File: src/rtl/serial_adder_pkg.sv
// Shared FSM state type and default operand width for the bit-serial adder.
package serial_adder_pkg;
   localparam int SA_DEFAULT_WIDTH = 8;

   typedef enum logic [1:0] {
      ST_IDLE = 2'd0,
      ST_RUN  = 2'd1,
      ST_DONE = 2'd2
   } sa_state_t;

   // Counter must hold WIDTH itself so it never wraps mid-operation.
   function automatic int sa_cnt_w(input int width);
      return $clog2(width + 1);
   endfunction
endpackage

File: src/rtl/serial_adder_fa_bit.sv
// One-bit full adder from two half-adder stages and an OR; purely combinational, no flow control.
module fa_bit (
   input  logic x,
   input  logic y,
   input  logic ci,
   output logic s,
   output logic co
);
   logic w_s1;
   logic w_c1;
   logic w_c2;

   assign w_s1 = x ^ y;
   assign w_c1 = x & y;
   assign s    = w_s1 ^ ci;
   assign w_c2 = w_s1 & ci;
   assign co   = w_c1 | w_c2;
endmodule

File: src/rtl/serial_adder.sv
// Bit-serial a+b, LSB first; done pulses WIDTH+1 cycles after accept, start ignored while busy.
// Define SERIAL_ADDER_OVF_EN to add the registered signed-overflow output ovf.
module serial_adder
   import serial_adder_pkg::*;
#(
   parameter int WIDTH = SA_DEFAULT_WIDTH
) (
   input  logic             clk,
   input  logic             rst,
   input  logic             start,
   input  logic [WIDTH-1:0] a,
   input  logic [WIDTH-1:0] b,
   output logic             busy,
   output logic             done,
   output logic [WIDTH-1:0] sum,
   output logic             cout
`ifdef SERIAL_ADDER_OVF_EN
   ,
   output logic             ovf
`endif
);
   localparam int CNT_W = sa_cnt_w(WIDTH);

   sa_state_t        r_state;
   sa_state_t        w_state_nxt;
   logic [WIDTH-1:0] r_a;
   logic [WIDTH-1:0] r_b;
   logic [WIDTH-1:0] r_res;
   logic [WIDTH-1:0] r_sum;
   logic [CNT_W-1:0] r_cnt;
   logic             r_carry;
   logic             r_cout;
   logic             w_s;
   logic             w_co;
   logic             w_last;
   logic             w_accept;
   logic [WIDTH-1:0] w_res_nxt;
`ifdef SERIAL_ADDER_OVF_EN
   logic             r_ovf;
`endif

   fa_bit u_fa (
      .x  (r_a[0]),
      .y  (r_b[0]),
      .ci (r_carry),
      .s  (w_s),
      .co (w_co)
   );

   assign w_last    = (r_cnt == CNT_W'(WIDTH - 1));
   assign w_accept  = start && (r_state != ST_RUN);
   // Sum bits enter at the MSB, so after WIDTH shifts bit 0 sits at the LSB.
   assign w_res_nxt = (r_res >> 1) | ({{(WIDTH-1){1'b0}}, w_s} << (WIDTH - 1));

   always_ff @(posedge clk) begin
      if (rst) begin
         r_state <= ST_IDLE;
      end else begin
         r_state <= w_state_nxt;
      end
   end

   always_comb begin
      w_state_nxt = r_state;
      case (r_state)
         ST_IDLE: if (start) w_state_nxt = ST_RUN;
         ST_RUN:  if (w_last) w_state_nxt = ST_DONE;
         ST_DONE: w_state_nxt = start ? ST_RUN : ST_IDLE;
         default: w_state_nxt = ST_IDLE;
      endcase
   end

   always_comb begin
      busy = (r_state == ST_RUN);
      done = (r_state == ST_DONE);
   end

   always_ff @(posedge clk) begin
      if (rst) begin
         r_a     <= '0;
         r_b     <= '0;
         r_res   <= '0;
         r_sum   <= '0;
         r_cnt   <= '0;
         r_carry <= 1'b0;
         r_cout  <= 1'b0;
`ifdef SERIAL_ADDER_OVF_EN
         r_ovf   <= 1'b0;
`endif
      end else if (w_accept) begin
         r_a     <= a;
         r_b     <= b;
         r_carry <= 1'b0;
         r_cnt   <= '0;
      end else if (r_state == ST_RUN) begin
         r_a     <= r_a >> 1;
         r_b     <= r_b >> 1;
         r_res   <= w_res_nxt;
         r_carry <= w_co;
         r_cnt   <= r_cnt + CNT_W'(1);
         if (w_last) begin
            r_sum  <= w_res_nxt;
            r_cout <= w_co;
`ifdef SERIAL_ADDER_OVF_EN
            // On the last bit the carry flop holds the carry into the MSB.
            r_ovf  <= r_carry ^ w_co;
`endif
         end
      end
   end

   assign sum  = r_sum;
   assign cout = r_cout;
`ifdef SERIAL_ADDER_OVF_EN
   assign ovf  = r_ovf;
`endif
endmodule

File: config.mk
export PLATFORM = sky130hd
export DESIGN_NAME = serial_adder
export DESIGN_NICKNAME = d
export VERILOG_FILES = /design/src/rtl/serial_adder_pkg.sv /design/src/rtl/serial_adder_fa_bit.sv /design/src/rtl/serial_adder.sv
export SDC_FILE = /design/constraint.sdc
export NUM_CORES = 1
export LEC_CHECK = 0
export ABC_AREA = 1
export CAP_MARGIN = 10
export CORE_MARGIN = 2
export CORE_UTILIZATION = 55
export DETAILED_ROUTE_END_ITERATION = 8
export PLACE_DENSITY_LB_ADDON = 0.3
export SYNTH_ARGS = -nofsm -noshare
export SYNTH_HDL_FRONTEND = slang
export SYNTH_SLANG_ARGS = --single-unit
File: constraint.sdc
create_clock -name clk -period 2.3 [get_ports clk]
set_clock_uncertainty 0.05 [all_clocks]
set_input_delay 0.345 -clock clk [delete_from_list [all_inputs] [get_ports clk]]
set_output_delay 0.345 -clock clk [all_outputs]
set_load 0.01 [all_outputs]
==> impl_metrics.py <==
metrics = {
    "yosys": {
        "yosys.area.top_type": "dfxtp_1",
        "yosysWarningCount": 0,
        "synthDistinctLibCells": 21,
        "yosysSeqAreaShare": 0.456,
        "synth_top_area_frac": 0.456,
        "synth.net_count": 253,
        "postSynthCellCount": 232,
        "syn_avg_cell_area_um2": 7.37,
        "ys_ff_latch": 39,
        "syn_area_um2": 1710,
        "synthTopCellsByArea": "dfxtp_1, nand3_1, nand2_1",
    },
    "floorplanning": {
        "die_area_um2": 3570,
        "initial_core_util": 0.570,
        "num_rows": 20,
        "die-width_um": 59.8,
        "core-area_um2": 3000,
        "ios": 30,
        "chipHeight_um": 59.8,
    },
    "routing": {
        "routed_wl_um": 3190,
        "vias": 1511,
        "wl_per_cell_um": 10.9,
        "drt_first_pass_iters": 4,
        "drcViolationCount": 0,
        "first_iter_violations": 93,
        "viasPerCell": 5.17,
        "ant_nets": 0,
    },
    "cells_and_area": {
        "syn_to_final_growth_pct": 19.5,
        "final_util": 0.681,
        "filler_cell_count": 255,
        "n_antenna_cell": 0,
        "finalNetCount": 279,
        "drive_gt1_frac": 0.0772,
    },
    "global_route": {
        "grt_pass1_vias": 1325,
        "track_usage": 0.213,
        "antenna_found_initial": 0,
        "grt_pass1_wl_um": 5690,
        "grt_max_degree": 40,
        "overflow": 0,
    },
    "critical_path": {
        "worst-setup-path-type": "flop to output port",
        "critPathSlowestCell": "clkdlybuf4s50_1",
        "worstSetupStartpointType": "flop",
        "crit_family": "buffers and inverters",
        "path_cells": "inv_2 > nor2_2 > clkdlybuf4s50_1",
        "critical-path-max-stage-delay_ns": 0.55,
        "worstPathArrival_ns": 1.51,
        "critPathMaxFanout": 4,
        "required_ns": 1.90,
        "cp_num_buf_inv": 2,
        "cp-end-kind": "output port",
    },
    "clock_tree": {
        "post_cts_resized": 0,
        "cts_tree": "built",
        "postCtsSetupRepairBufs": 0,
        "max-clock-path-buffers": 2,
        "root_buffer": "clkbuf_4",
        "postCtsHoldBufs": 0,
        "cts_made_buffers": 5,
        "cts_sinks": 39,
        "clock_latency_ns": 0.35,
        "clkSlewWorstSetupHoldPaths_ns": 0.11,
        "htreeDepth": 2,
    },
    "timing": {
        "setup_viol": 0,
        "relSlewSlack": 0.523,
        "fmax_ghz": 0.525,
        "tns_ns": 0,
        "min_period_ns": 1.90,
        "rsz0062_at_grt": "no",
        "slew_viol_final": 0,
        "final-hold-violation-count": 0,
        "period_share": 0.828,
        "timing.hold.ws_ns": 0.428,
        "setup_slack_ns": 0.396,
        "tightest_slew_ns": 0.713,
    },
    "status": {
        "status": "completed",
    },
    "power_and_ir_drop": {
        "p_leak_nw": 0.949,
        "ir_worst_vdd_v": 0.000340,
        "p_per_area_nw_per_um2": 627,
    },
    "hold_path": {
        "min_path_type": "flop to flop",
    },
    "job": {
        "cap_violations": 0,
    },
    "placed_design": {
        "place_congestion": 0.765,
        "hpwl_um": 2150,
        "port_buffers": 29,
        "place_ws_ns": 0.538,
    },
}
metrics by stage:
stage,std cells,cell area [um^2],power (mW)
4_1_cts,292,2040,1.29
6_report,292,2040,1.28
5_1_grt,292,2040,1.35
2_1_floorplan,232,1710,0.855
3_3_place_gp,284,1980,0.898
3_5_place_dp,284,1980,0.901
logic make-up after synthesis:
group,Yosys count,share of synthesized area
and+or+nand+nor,133,0.354
adders and majority gates,2,0.0190
AOI/OAI and AO/OA,24,0.0724
DFF,39,0.456
buffers and inverters,34,0.0980
final cells by class:
type                       count  area (um^2)  area share
clock buffer                   8         68.8      0.0337
sequential                    39          781       0.382
inverter                      21         78.8      0.0386
multi-input combinational    159          762       0.373
timing repair buffer          32          313       0.153
tap                           33         41.3      0.0202
flip-flops by register name, summed over array words and instances, names as in the netlist:
signal / flops
r_state: 2
r_cnt: 4
r_b: 8
r_carry: 1
sum: 8
r_a: 8
cout: 1
r_res: 7
cells in the mapped netlist (all sizes together):
| cell | instances |
|---|---|
| nand3 | 45 |
| nor2 | 39 |
| dfxtp | 39 |
| buf | 10 |
| inv | 21 |
| a21oi | 7 |
| nor3b | 1 |
| o21ai | 17 |
| fa | 1 |
| clkbuf | 3 |
| nand2 | 48 |
| ha | 1 |
worst paths after layout:
path                                              end  slack [ns]  cells after the start                     from
worst max-delay path                             busy        0.40                      3  r_state[0]$_SDFFE_PP0P_
worst min-delay path              r_a[1]$_SDFFE_PP0P_        0.43                      2      r_a[2]$_SDFFE_PP0P_
worst max register to register  r_cnt[2]$_SDFFE_PP0P_        0.72                      5  r_state[1]$_SDFFE_PP0P_
worst min register to register    r_a[1]$_SDFFE_PP0P_        0.43                      2      r_a[2]$_SDFFE_PP0P_
metal layers:
metal / GRT usage / wire length [um] / up-vias
met3: 0.0714 / 197 / 6
met1: 0.282 / 1480 / 666
met4: 0.0889 / 65 / 0
met5: 0 / 0 / -
li1: - / - / 793
met2: 0.317 / 1450 / 46
cells in the final DEF, fill, tap and decap left out:
cell type	netlist	layout
nor2_8	1	1
clkbuf_4	0	5
nand2_2	2	2
nor2_2	1	1
a21oi_1	6	6
fa_1	1	1
nor3b_2	1	1
clkbuf_8	0	2
nand2_1	46	46
inv_1	19	19
a21oi_2	1	1
dfxtp_1	39	39
clkdlybuf4s50_1	0	29
ha_1	1	1
nand3_4	1	1
nand3_2	1	1
nor2_1	37	37
buf_4	1	3
nand3_1	43	43
inv_2	2	2
o21ai_0	17	17
clkbuf_1	3	1
worst reg2reg max path: stages (launching register included):
cell     delay [ns]
dfxtp_1        0.38
inv_2          0.06
nand2_2        0.53
nand2_1        0.15
nand2_1        0.23
nor2_1         0.08
report_power, final:
group / total, mW / switching [mW] / internal (mW) / leakage, nW
registers: 0.726 / 0.0194 / 0.707 / 0.318
logic: 0.160 / 0.0897 / 0.0699 / 0.592
clock network: 0.396 / 0.216 / 0.180 / 0.0386
total: 1.28 / 0.325 / 0.956 / 0.949
Note: power is estimated with default switching activity, not from simulation.
